$ cat src/rtl/rmst_tile_loader_pkg.sv
// ============================================================================
// Module      : rmst_tile_loader_pkg
// Description : Shared constants, FSM states and burst helpers for the tile loader.
// Revision    : 1.0 - initial release
// ============================================================================
`default_nettype none

package rmst_tile_loader_pkg;

  localparam int AW          = 12;
  localparam int DW          = 32;
  localparam int CW          = 8;
  localparam int XAW         = 32;
  localparam int XDW         = 128;
  localparam int WCNT        = XDW / DW;
  localparam int BURST_BYTES = 128;
  localparam int BEAT_BYTES  = XDW / 8;
  localparam int RW          = AW + 2;
  localparam int BCW         = $clog2(BURST_BYTES / BEAT_BYTES + 1);

  typedef enum logic [2:0] {
    S_IDLE   = 3'd0,
    S_GO     = 3'd1,
    S_STREAM = 3'd2,
    S_NEXT   = 3'd3,
    S_DONE   = 3'd4
  } state_t;

  function automatic logic [CW-1:0] burst_len(input logic [RW-1:0] rem);
    if (rem > RW'(BURST_BYTES)) return CW'(BURST_BYTES);
    return rem[CW-1:0];
  endfunction

  function automatic logic [BCW-1:0] beats_of(input logic [CW-1:0] len);
    return BCW'(len / CW'(BEAT_BYTES));
  endfunction

endpackage

`default_nettype wire

$ cat src/rtl/rmst_tile_loader_if.sv
// ============================================================================
// Module      : rmst_tile_loader_if
// Description : Config, read-master and tile-RAM write signals of the loader.
// Revision    : 1.0 - initial release
// ============================================================================
`default_nettype none

interface rmst_tile_loader_if;
  import rmst_tile_loader_pkg::*;

  logic [DW-1:0]  param_raddr;
  logic [AW-1:0]  param_iolen;
  logic           config_done;
  logic           load_data_start;
  logic           load_data_done;
  logic           rmst_fixed_location;
  logic [XAW-1:0] rmst_read_base;
  logic [CW-1:0]  rmst_read_length;
  logic           rmst_go;
  logic           rmst_done;
  logic           rmst_user_read_buffer;
  logic [XDW-1:0] rmst_user_buffer_data;
  logic           rmst_user_data_available;
  logic           rmst_wr_ena;
  logic [AW-1:0]  rmst_wr_addr;
  logic [DW-1:0]  rmst_wr_data;

  // master is the loader's own view
  modport master (
    input  param_raddr, param_iolen, config_done, load_data_start,
    input  rmst_done, rmst_user_buffer_data, rmst_user_data_available,
    output load_data_done, rmst_fixed_location, rmst_read_base, rmst_read_length,
    output rmst_go, rmst_user_read_buffer, rmst_wr_ena, rmst_wr_addr, rmst_wr_data
  );

  modport slave (
    output param_raddr, param_iolen, config_done, load_data_start,
    output rmst_done, rmst_user_buffer_data, rmst_user_data_available,
    input  load_data_done, rmst_fixed_location, rmst_read_base, rmst_read_length,
    input  rmst_go, rmst_user_read_buffer, rmst_wr_ena, rmst_wr_addr, rmst_wr_data
  );

endinterface

`default_nettype wire

$ cat src/rtl/rmst_tile_loader_beat_unpacker.sv
// ============================================================================
// Module      : rmst_tile_loader_beat_unpacker
// Description : Splits each popped beat into WCNT sequential tile-RAM writes.
// Revision    : 1.0 - initial release
// ============================================================================
`default_nettype none

module rmst_tile_loader_beat_unpacker
  import rmst_tile_loader_pkg::*;
(
  input  wire logic           clk,
  input  wire logic           rst,
  input  wire logic           i_clear,
  input  wire logic           i_pop,
  input  wire logic [XDW-1:0] i_beat,
  output logic                o_busy,
  output logic                o_wr_ena,
  output logic [AW-1:0]       o_wr_addr,
  output logic [DW-1:0]       o_wr_data
);

  localparam int IW = $clog2(WCNT);

  logic [XDW-1:0] r_beat;
  logic [IW-1:0]  r_idx;
  logic           r_busy;
  logic           r_wr_ena;
  logic [AW-1:0]  r_next_addr;
  logic [AW-1:0]  r_wr_addr;
  logic [DW-1:0]  r_wr_data;

  // Word 0 is written straight from the incoming beat, so busy drops during
  // the last word's write cycle and the next pop can overlap it.
  always_ff @(posedge clk) begin
    if (rst) begin
      r_beat      <= '0;
      r_idx       <= '0;
      r_busy      <= 1'b0;
      r_wr_ena    <= 1'b0;
      r_next_addr <= '0;
      r_wr_addr   <= '0;
      r_wr_data   <= '0;
    end else begin
      r_wr_ena <= 1'b0;
      if (i_clear) r_next_addr <= '0;
      if (i_pop) begin
        r_beat      <= i_beat;
        r_idx       <= IW'(1);
        r_busy      <= 1'b1;
        r_wr_ena    <= 1'b1;
        r_wr_data   <= i_beat[DW-1:0];
        r_wr_addr   <= r_next_addr;
        r_next_addr <= r_next_addr + 1'b1;
      end else if (r_busy) begin
        r_wr_ena    <= 1'b1;
        r_wr_data   <= r_beat[int'(r_idx)*DW +: DW];
        r_wr_addr   <= r_next_addr;
        r_next_addr <= r_next_addr + 1'b1;
        r_idx       <= r_idx + 1'b1;
        if (r_idx == IW'(WCNT-1)) r_busy <= 1'b0;
      end
    end
  end

  assign o_busy    = r_busy;
  assign o_wr_ena  = r_wr_ena;
  assign o_wr_addr = r_wr_addr;
  assign o_wr_data = r_wr_data;

endmodule

`default_nettype wire

$ cat src/rtl/rmst_tile_loader.sv
// ============================================================================
// Module      : rmst_tile_loader
// Description : Bursts a tile from external memory into the tile RAM.
// Revision    : 1.0 - initial release
// ============================================================================
`default_nettype none

module rmst_tile_loader
  import rmst_tile_loader_pkg::*;
(
  input  wire logic          clk,
  input  wire logic          rst,
  rmst_tile_loader_if.master bus
);

  state_t         r_state;
  state_t         w_state_nxt;
  logic [DW-1:0]  r_raddr;
  logic [AW-1:0]  r_iolen;
  logic [XAW-1:0] r_base;
  logic [CW-1:0]  r_len;
  logic [RW-1:0]  r_rem;
  logic [BCW-1:0] r_beats_left;
  logic           r_done_seen;
  logic           r_go;
  logic           r_load_done;
  logic [RW-1:0]  w_total;
  logic [RW-1:0]  w_rem_after;
  logic           w_pop;
  logic           w_busy;
  logic           w_clear;
  logic           w_stream_end;
  logic           w_wr_ena;
  logic [AW-1:0]  w_wr_addr;
  logic [DW-1:0]  w_wr_data;

  // Partial beats at the tail of the tile are dropped.
  assign w_total      = RW'(r_iolen / AW'(WCNT)) * RW'(BEAT_BYTES);
  assign w_rem_after  = r_rem - RW'(r_len);
  assign w_pop        = (r_state == S_STREAM) && bus.rmst_user_data_available &&
                        !w_busy && (r_beats_left != '0);
  assign w_stream_end = (r_beats_left == '0) && !w_busy && (r_done_seen || bus.rmst_done);

  always_ff @(posedge clk) begin
    if (rst) r_state <= S_IDLE;
    else     r_state <= w_state_nxt;
  end

  always_comb begin
    w_state_nxt = r_state;
    w_clear     = 1'b0;
    case (r_state)
      S_IDLE: begin
        if (bus.load_data_start) begin
          w_clear     = 1'b1;
          w_state_nxt = (w_total == '0) ? S_DONE : S_GO;
        end
      end
      S_GO:     w_state_nxt = S_STREAM;
      S_STREAM: if (w_stream_end) w_state_nxt = S_NEXT;
      S_NEXT:   w_state_nxt = (w_rem_after != '0) ? S_GO : S_DONE;
      S_DONE:   w_state_nxt = S_IDLE;
      default:  w_state_nxt = S_IDLE;
    endcase
  end

  always_ff @(posedge clk) begin
    if (rst) begin
      r_raddr      <= '0;
      r_iolen      <= '0;
      r_base       <= '0;
      r_len        <= '0;
      r_rem        <= '0;
      r_beats_left <= '0;
      r_done_seen  <= 1'b0;
      r_go         <= 1'b0;
      r_load_done  <= 1'b0;
    end else begin
      r_go        <= (w_state_nxt == S_GO);
      r_load_done <= (r_state == S_DONE);
      case (r_state)
        S_IDLE: begin
          if (bus.config_done) begin
            r_raddr <= bus.param_raddr;
            r_iolen <= bus.param_iolen;
          end
          if (bus.load_data_start) begin
            r_base       <= XAW'(r_raddr);
            r_rem        <= w_total;
            r_len        <= burst_len(w_total);
            r_beats_left <= beats_of(burst_len(w_total));
            r_done_seen  <= 1'b0;
          end
        end
        S_STREAM: begin
          // The read master may finish before its beats are drained.
          if (bus.rmst_done) r_done_seen <= 1'b1;
          if (w_pop) r_beats_left <= r_beats_left - 1'b1;
        end
        S_NEXT: begin
          r_base       <= r_base + XAW'(r_len);
          r_rem        <= w_rem_after;
          r_len        <= burst_len(w_rem_after);
          r_beats_left <= beats_of(burst_len(w_rem_after));
          r_done_seen  <= 1'b0;
        end
        default: ;
      endcase
    end
  end

  rmst_tile_loader_beat_unpacker u_unpack (
    .clk       (clk),
    .rst       (rst),
    .i_clear   (w_clear),
    .i_pop     (w_pop),
    .i_beat    (bus.rmst_user_buffer_data),
    .o_busy    (w_busy),
    .o_wr_ena  (w_wr_ena),
    .o_wr_addr (w_wr_addr),
    .o_wr_data (w_wr_data)
  );

  assign bus.load_data_done        = r_load_done;
  assign bus.rmst_fixed_location   = 1'b0;
  assign bus.rmst_read_base        = r_base;
  assign bus.rmst_read_length      = r_len;
  assign bus.rmst_go               = r_go;
  assign bus.rmst_user_read_buffer = w_pop;
  assign bus.rmst_wr_ena           = w_wr_ena;
  assign bus.rmst_wr_addr          = w_wr_addr;
  assign bus.rmst_wr_data          = w_wr_data;

endmodule

`default_nettype wire

$ cat src/flat_wrapper.sv
// flat-port wrapper written by rule: the top's interface ports become plain ports
module rmst_tile_loader_flat import rmst_tile_loader_pkg::*;
  (clk, rst, bus_param_raddr, bus_param_iolen, bus_config_done, bus_load_data_start, bus_rmst_done, bus_rmst_user_buffer_data, bus_rmst_user_data_available, bus_load_data_done, bus_rmst_fixed_location, bus_rmst_read_base, bus_rmst_read_length, bus_rmst_go, bus_rmst_user_read_buffer, bus_rmst_wr_ena, bus_rmst_wr_addr, bus_rmst_wr_data);
  rmst_tile_loader_if bus_i ();
  input  wire logic clk;
  input  wire logic rst;
  input wire logic [$bits(bus_i.param_raddr)-1:0] bus_param_raddr;
  input wire logic [$bits(bus_i.param_iolen)-1:0] bus_param_iolen;
  input wire logic [$bits(bus_i.config_done)-1:0] bus_config_done;
  input wire logic [$bits(bus_i.load_data_start)-1:0] bus_load_data_start;
  input wire logic [$bits(bus_i.rmst_done)-1:0] bus_rmst_done;
  input wire logic [$bits(bus_i.rmst_user_buffer_data)-1:0] bus_rmst_user_buffer_data;
  input wire logic [$bits(bus_i.rmst_user_data_available)-1:0] bus_rmst_user_data_available;
  output wire logic [$bits(bus_i.load_data_done)-1:0] bus_load_data_done;
  output wire logic [$bits(bus_i.rmst_fixed_location)-1:0] bus_rmst_fixed_location;
  output wire logic [$bits(bus_i.rmst_read_base)-1:0] bus_rmst_read_base;
  output wire logic [$bits(bus_i.rmst_read_length)-1:0] bus_rmst_read_length;
  output wire logic [$bits(bus_i.rmst_go)-1:0] bus_rmst_go;
  output wire logic [$bits(bus_i.rmst_user_read_buffer)-1:0] bus_rmst_user_read_buffer;
  output wire logic [$bits(bus_i.rmst_wr_ena)-1:0] bus_rmst_wr_ena;
  output wire logic [$bits(bus_i.rmst_wr_addr)-1:0] bus_rmst_wr_addr;
  output wire logic [$bits(bus_i.rmst_wr_data)-1:0] bus_rmst_wr_data;
  assign bus_i.param_raddr = bus_param_raddr;
  assign bus_i.param_iolen = bus_param_iolen;
  assign bus_i.config_done = bus_config_done;
  assign bus_i.load_data_start = bus_load_data_start;
  assign bus_i.rmst_done = bus_rmst_done;
  assign bus_i.rmst_user_buffer_data = bus_rmst_user_buffer_data;
  assign bus_i.rmst_user_data_available = bus_rmst_user_data_available;
  assign bus_load_data_done = bus_i.load_data_done;
  assign bus_rmst_fixed_location = bus_i.rmst_fixed_location;
  assign bus_rmst_read_base = bus_i.rmst_read_base;
  assign bus_rmst_read_length = bus_i.rmst_read_length;
  assign bus_rmst_go = bus_i.rmst_go;
  assign bus_rmst_user_read_buffer = bus_i.rmst_user_read_buffer;
  assign bus_rmst_wr_ena = bus_i.rmst_wr_ena;
  assign bus_rmst_wr_addr = bus_i.rmst_wr_addr;
  assign bus_rmst_wr_data = bus_i.rmst_wr_data;
  rmst_tile_loader u_core (.clk(clk), .rst(rst), .bus(bus_i));
endmodule
$ cat config.mk
export PLATFORM = sky130hd
export DESIGN_NAME = rmst_tile_loader_flat
export DESIGN_NICKNAME = d
export VERILOG_FILES = /design/src/rtl/rmst_tile_loader_pkg.sv /design/src/rtl/rmst_tile_loader_if.sv /design/src/rtl/rmst_tile_loader_beat_unpacker.sv /design/src/rtl/rmst_tile_loader.sv /design/src/flat_wrapper.sv
export SDC_FILE = /design/constraint.sdc
export NUM_CORES = 1
export LEC_CHECK = 0
export CAP_MARGIN = 0
export CELL_PAD_IN_SITES_DETAIL_PLACEMENT = 1
export CELL_PAD_IN_SITES_GLOBAL_PLACEMENT = 1
export CORE_UTILIZATION = 34
export DETAILED_ROUTE_END_ITERATION = 10
export PLACE_DENSITY_LB_ADDON = 0.12
export SLEW_MARGIN = 20
export SYNTH_ARGS = -nofsm -noshare
export SYNTH_HDL_FRONTEND = slang
export SYNTH_SLANG_ARGS = --single-unit
$ cat constraint.sdc
create_clock -name clk -period 2.5 [get_ports clk]
set_input_delay 0.375 -clock clk [delete_from_list [all_inputs] [get_ports clk]]
set_output_delay 0.375 -clock clk [all_outputs]
set_load 0.02 [all_outputs]
==> results.yml, run 1 <==
synth:
  netlist_area_um2: 12900
  yosysMostFrequentCell: "nand2_1"
  synth_seq_cells: 294
  synthCells: 1565
  synthFlopType: "dfxtp_1"
  synth_edf_count: 0
  yosysWarnings: 0
  synth_nets: 1764
  synthArstFlopShare_pct: 0
  yosysUniqueCellTypes: 69
  syn_area_per_cell_um2: 8.27
  seq_area_frac_synth_pct: 45.5
  synth_area_leaders: "dfxtp_1, nand2_1, a21oi_1, mux4_2, mux2_2"
  synth_top_area_share_pct: 45.5
  yosysTopAreaCell: "dfxtp_1"
  yosys-top-cells-count: "nand2_1, dfxtp_1, a21oi_1"
global_route:
  grt_max_degree: 109
  grt_pass1_wl_mm: 66.9
  gr-usage-all-layers_pct: 21.5
  first_global_vias: 12700
  antenna_found_initial: 7
  overflow: 0
sta:
  setup_slack_ps: -144
  setup_violations: 6
  relSlewSlack_pct: 51.9
  final-hold-violation-count: 0
  period_share_pct: 106
  fin_crit_ps: 2640
  rsz0062_at_grt: "yes"
  skew_ps: 18.0
  tightest_slew_ps: 715
  maxSlewViolCount: 0
  max_freq_mhz: 378
setup_path:
  arrival_ps: 3090
  critical_path.endpoint_type: "flop"
  cp.required_ps: 2950
  startpoint: "u_core.r_rem[0]$_SDFFE_PP0P_"
  reg2reg_slack_ps: -140
  crit_type: "flop to flop"
  crit_end: "u_core.bus.rmst_read_length[4]$_SDFFE_PP0P_"
  path_cells: "inv_2 -> ha_4 -> inv_2 -> fa_2 -> a21oi_4 -> o211ai_1 -> a21o_1 -> xor2_2 -> nand4_1 -> or4_4 -> a221oi_2"
  reg2regPathDepth: 11
  critPathMaxStageDelay_ps: 620
  r2r-start: "u_core.r_rem[0]$_SDFFE_PP0P_"
  r2r-end: "u_core.bus.rmst_read_length[4]$_SDFFE_PP0P_"
  start_kind: "flop"
  cpMostUsedCell: "inv_2"
  cp_max_fo: 3
  slowest_stage: "or4_4"
cells_and_area:
  fin_cells: 2412
  final_layout_size_suffix_gt1_share_pct: 17.5
  fillers: 4417
  final_util_pct: 49.0
  area_delta_synth_final_pct: 42.4
  nets: 2071
clock_tree:
  cts_tree: "done"
  cts_max_level: 2
  cts_max_path_buffers: 3
  cts.sinks: 294
  numCtsBuffers: 35
  cts_root_buf: "clkbuf_16"
  path_clk_slew_ps: 60
  insertion_delay_ps: 530
  hold_buffers: 0
route:
  wl_met3_mm: 2.21
  drt-pass1-iter-count: 4
  totalWireLength_mm: 42.8
  dr.max_layer_used: "met5"
  post_drt_wl_per_cell_um: 17.7
  drc: 0
  drt_iter0_drc: 540
  ant_nets: 0
  wl_met2_mm: 19.9
  vias_per_cell: 5.16
  vias: 12500
  wirelength_met1_mm: 19.4
placed_design:
  dp_cells: 2316
  dpl.hpwl_mm: 28.6
  port-buffer-count: 263
  gp_congestion: 0.825
  place_ws_ps: -278
run:
  maxCapViolations: 0
status:
  violations: "setup timing"
  status: "finished with violations"
power_and_ir_drop:
  peakVddDrop_v: 0.000464
  total_power_w: 0.0160
  leakage_nw: 6.47
  powerDensity_nw_per_um2: 869
floorplan:
  rows: 71
  die_h_um: 197
  die_area_um2: 38800
  initial_core_util_pct: 34.4
  coreArea_um2: 37600
  io_pins: 267
  die_w_um: 197
hold_path:
  hold_path_class: "primary input to flop"
-- routing by layer --
layer	track usage [%]	up-vias
met5	0	-
met3	4.68	86
li1	-	6049
met1	27.5	6053
met4	8.41	8
met2	35.2	256
-- critical path, delay by kind of cell, from the launching register on --
family	cells	cell delay (ps)
compound gates	4	740
fa+ha+maj	2	500
simple gates	2	760
xor+xnor	1	150
flops	1	320
buf+inv	2	90
-- stage by stage --
stage               hold WS (ps)  setup TNS (ps)  instance area [um^2]
detailed placement           445           -2320                 16600
CTS                          231            -517                 18000
finish                       238            -447                 18400
global route                 275           -2450                 18400
global placement             439           -1140                 16600
floorplan                    432           -35.4                 13000
-- power breakdown --
group,internal [W],leakage (nW),switching (W),total [W]
registers,0.00525,2.39,0.000416,0.00566
logic,0.00229,3.51,0.00298,0.00526
clock network,0.00307,0.573,0.00202,0.00509
-- cells in the final DEF, fill, tap and decap left out, types with 5 or more instances in the layout --
cell type / synthesis / routed
clkinv_2: 0 / 7
a221oi_1: 12 / 9
mux2_2: 33 / 32
nor2_1: 55 / 51
and3_1: 12 / 12
buf_4: 3 / 97
clkdlybuf4s50_1: 0 / 261
nand3_1: 25 / 23
nand2_1: 456 / 453
and2_1: 5 / 5
xor2_1: 6 / 5
o211ai_1: 7 / 7
o21a_1: 5 / 5
clkbuf_16: 0 / 38
ha_4: 0 / 9
nand4_1: 8 / 8
dfxtp_2: 0 / 13
ha_1: 19 / 9
buf_12: 0 / 8
mux4_2: 32 / 32
o21ai_0: 38 / 30
nor3_1: 17 / 13
a21oi_1: 268 / 260
a22oi_1: 8 / 8
buf_6: 0 / 13
clkbuf_8: 0 / 9
dfxtp_1: 294 / 280
a31oi_1: 21 / 20
nor3b_1: 9 / 9
inv_1: 23 / 19
clkbuf_1: 91 / 9
nor2_2: 1 / 5
or3_1: 7 / 7
-- cells by family after synthesis --
| family | count (synthesis) | synth area share [%] |
|---|---|---|
| compound gates | 403 | 18.0 |
| xor+xnor | 10 | 0.677 |
| fa+ha+maj | 21 | 2.15 |
| buf+inv | 136 | 4.21 |
| flops | 294 | 45.5 |
| mux | 66 | 8.52 |
| other cells | 1 | 0.0290 |
| simple gates | 634 | 20.9 |
-- registers in the layout, indices dropped and copies added (netlist names) --
name and flops:
u_core.r_done_seen 1, u_core.r_raddr 32, u_core.u_unpack.o_wr_ena 1, u_core.u_unpack.o_wr_data 32, u_core.u_unpack.r_idx 2, u_core.u_unpack.o_busy 1
u_core.r_rem 14, u_core.u_unpack.r_beat 128, u_core.u_unpack.r_next_addr 12, u_core.bus.load_data_done 1, u_core.u_unpack.o_wr_addr 12, u_core.r_beats_left 4
u_core.bus.rmst_read_base 32, u_core.bus.rmst_go 1, u_core.r_state 3, u_core.bus.rmst_read_length 8, u_core.r_iolen 10
-- how the worst min path moves through the flow --
stage                                                             to  cells after the start                                    start  slack (ps)
after floorplan           u_core.bus.rmst_read_base[22]$_SDFFE_PP0P_                      2          u_core.r_raddr[22]$_SDFFE_PP0P_         430
after global placement       u_core.u_unpack.r_beat[15]$_SDFFE_PP0P_                      2  u_core.u_unpack.r_beat[15]$_SDFFE_PP0P_         440
after detailed placement     u_core.u_unpack.r_beat[85]$_SDFFE_PP0P_                      2  u_core.u_unpack.r_beat[85]$_SDFFE_PP0P_         440
after CTS                        u_core.u_unpack.o_wr_ena$_SDFF_PP0_                      2                                      rst         230
after global routing                   u_core.r_rem[10]$_SDFFE_PP0P_                      2                                      rst         270
final                            u_core.u_unpack.o_wr_ena$_SDFF_PP0_                      2                                      rst         240
-- repair_timing --
action | in CTS | in global routing
setup endpoints to repair | 25 | 148
cloned | 0 | 1
pin swaps | 14 | 43
setup buffers | 14 | 20
gates resized for setup | 33 | 68
-- cell type report --
cell class                      instances  area (um^2)  share of cell area [%]
Inverter                               24         95.1                   0.516
Sequential cell                       294         5910                    32.1
Clock inverter                          8         65.1                   0.353
Antenna cell                            3         7.51                  0.0407
Timing Repair Buffer                  382         3710                    20.2
Clock buffer                           55         1080                    5.88
Tap cell                              511          639                    3.47
Multi-Input combinational cell       1135         6910                    37.5
Power figures use the tool's default switching activity.
==> inputs of run 2 (changes only) <==
==> constraint.sdc (replaced) <==
create_clock -name clk -period 2.5 [get_ports clk]
set_input_delay 0.625 -clock clk [delete_from_list [all_inputs] [get_ports clk]]
set_output_delay 0.625 -clock clk [all_outputs]
set_load 0.02 [all_outputs]
==> run 2 against run 1 <==
- the flow still finishes with violations (setup timing)
- sequential power about the same
- critical path depth unchanged
- via count down 0.65%
- critical path type unchanged
- critical endpoint unchanged
==> results.yml, run 2 (synthesis results as in run 1) <==
sta:
  hold_slack_ps: 449
  relSlewSlack_pct: 56.4
  skew_ps: 17.7
  setup_violations: 7
  period_share_pct: 106
  rsz0062_at_grt: "yes"
  setup_slack_ps: -142
  fin_setup_tns_ps: -494
  fin_crit_ps: 2640
  tightest_slew_ps: 648
  max_freq_mhz: 378
  maxSlewViolCount: 0
  final-hold-violation-count: 0
cells_and_area:
  final_common_cell: "nand2_1"
  nets: 2061
  largest_register_ffs: 128
  layout_common_cells: "nand2_1, dfxtp_1, a21oi_1, clkdlybuf4s50_1, buf_4"
  fin_cells: 2399
  final_layout_size_suffix_gt1_share_pct: 16.5
  area_delta_synth_final_pct: 40.9
  largest_register: "u_core.u_unpack.r_beat"
power_and_ir_drop:
  internal-power_w: 0.0107
  pwr-share-clk_pct: 31.2
  p_sw_w: 0.00548
  peakVddDrop_v: 0.000505
  leakage_nw: 6.34
  powerDensity_nw_per_um2: 887
  swShare_pct: 33.9
  pwr-share-comb_pct: 34.0
  p_seq_share_pct: 34.9
global_route:
  overflow: 0
  gr-usage-all-layers_pct: 21.1
  first_global_vias: 12400
  met1_usage_pct: 28.0
  antenna_found_initial: 6
  use_met2_pct: 34.5
  gr-usage-met3_pct: 4.42
  top_usage_layer: "met2"
  grt_pass1_wl_mm: 65.9
  grt_max_degree: 122
status:
  status: "finished with violations"
  violations: "setup timing"
floorplan:
  die_w_um: 197
  die_area_um2: 38800
  rows: 71
  coreArea_um2: 37600
  initial_core_util_pct: 34.4
  die_h_um: 197
  io_pins: 267
clock_tree:
  cts_root_buf: "clkbuf_16"
  cts_tree: "done"
  hold_buffers: 0
  cts.sinks: 294
  cts_max_level: 2
  cts_max_path_buffers: 3
  insertion_delay_ps: 520
  path_clk_slew_ps: 60
  numCtsBuffers: 35
placed_design:
  dpl.hpwl_mm: 28.7
  port-buffer-count: 263
  dp_cells: 2328
  gp_congestion: 0.847
  place_ws_ps: -323
setup_path:
  arrival_ps: 3070
  cp.required_ps: 2930
  startpoint: "u_core.r_rem[0]$_SDFFE_PP0P_"
  reg2regPathDepth: 11
  cp_max_fo: 3
  crit_type: "flop to flop"
  critical_path.endpoint_type: "flop"
  start_kind: "flop"
  crit_end: "u_core.bus.rmst_read_length[4]$_SDFFE_PP0P_"
  r2r-start: "u_core.r_rem[0]$_SDFFE_PP0P_"
  r2r-end: "u_core.bus.rmst_read_length[4]$_SDFFE_PP0P_"
  reg2reg_slack_ps: -140
hold_path:
  hp-start: "u_core.u_unpack.o_wr_addr[7]$_SDFFE_PP0P_"
  hold_path_class: "flop to flop"
route:
  vias_per_cell: 5.16
  drc: 0
  totalWireLength_mm: 42.6
  post_drt_wl_per_cell_um: 17.8
  ant_nets: 0
  vias: 12400
  drt-pass1-iter-count: 4
  drt_iter0_drc: 576
run:
  maxCapViolations: 0
run 2: area by class of cell:
type	instances	area, um^2
fill	4421	19300
antenna	4	10.0
tap	511	639
clock inverter	6	55.1
clock buffer	53	1080
sequential	294	5900
multi-input combinational	1135	6860
timing repair buffer	372	3600
inverter	24	92.6
run 2: worst min-delay path by stage:
stage / cells after the start / to / slack [ps]
2_1_floorplan: 2 / u_core.bus.rmst_read_base[22]$_SDFFE_PP0P_ / 430
3_3_place_gp: 2 / u_core.u_unpack.r_beat[31]$_SDFFE_PP0P_ / 440
4_1_cts: 2 / u_core.u_unpack.o_wr_addr[7]$_SDFFE_PP0P_ / 450
3_5_place_dp: 2 / u_core.u_unpack.o_wr_addr[7]$_SDFFE_PP0P_ / 450
6_report: 2 / u_core.u_unpack.o_wr_addr[7]$_SDFFE_PP0P_ / 450
5_1_grt: 2 / u_core.u_unpack.r_beat[112]$_SDFFE_PP0P_ / 470
run 2: layer usage:
layer | part of all wire (%) | wire (um) | vias to the layer above
li1 | - | - | 6038
met1 | 46 | 19500 | 6018
met2 | 47 | 20000 | 239
met3 | 5.0 | 2130 | 72
met4 | 2.3 | 971 | 4
met5 | 0.054 | 23 | -
run 2: stage by stage:
stage,area (um^2),power [W],utilization (%)
floorplan,13000,0.00856,-
global placement,16700,0.0107,44.3
detailed placement,16700,0.0109,44.3
CTS,17900,0.0161,47.7
global route,18200,0.0171,48.5
finish,18200,0.0162,48.5
run 2: what timing repair did:
action,in CTS,in global routing
endpoints found under the setup margin,37,155
pin swaps,2,20
resized for setup,28,52
gates cloned,0,1
setup buffers,2,5
run 2: worst max-delay path, stage by stage (launching register included):
cell and delay [ps]:
dfxtp_2 320, inv_2 60, ha_4 130, inv_2 30
fa_2 380, a21oi_4 190, o211ai_1 120, a21o_1 220
xor2_2 160, nand4_1 150, or4_4 560, a221oi_2 230
run 2: power groups by stage:
stage	logic, W	clock network [W]	registers (W)
global route	0.00600	0.00539	0.00571
finish	0.00549	0.00504	0.00564
floorplan	0.00277	0	0.00578
CTS	0.00527	0.00519	0.00563
detailed placement	0.00513	0	0.00572
global placement	0.00504	0	0.00569
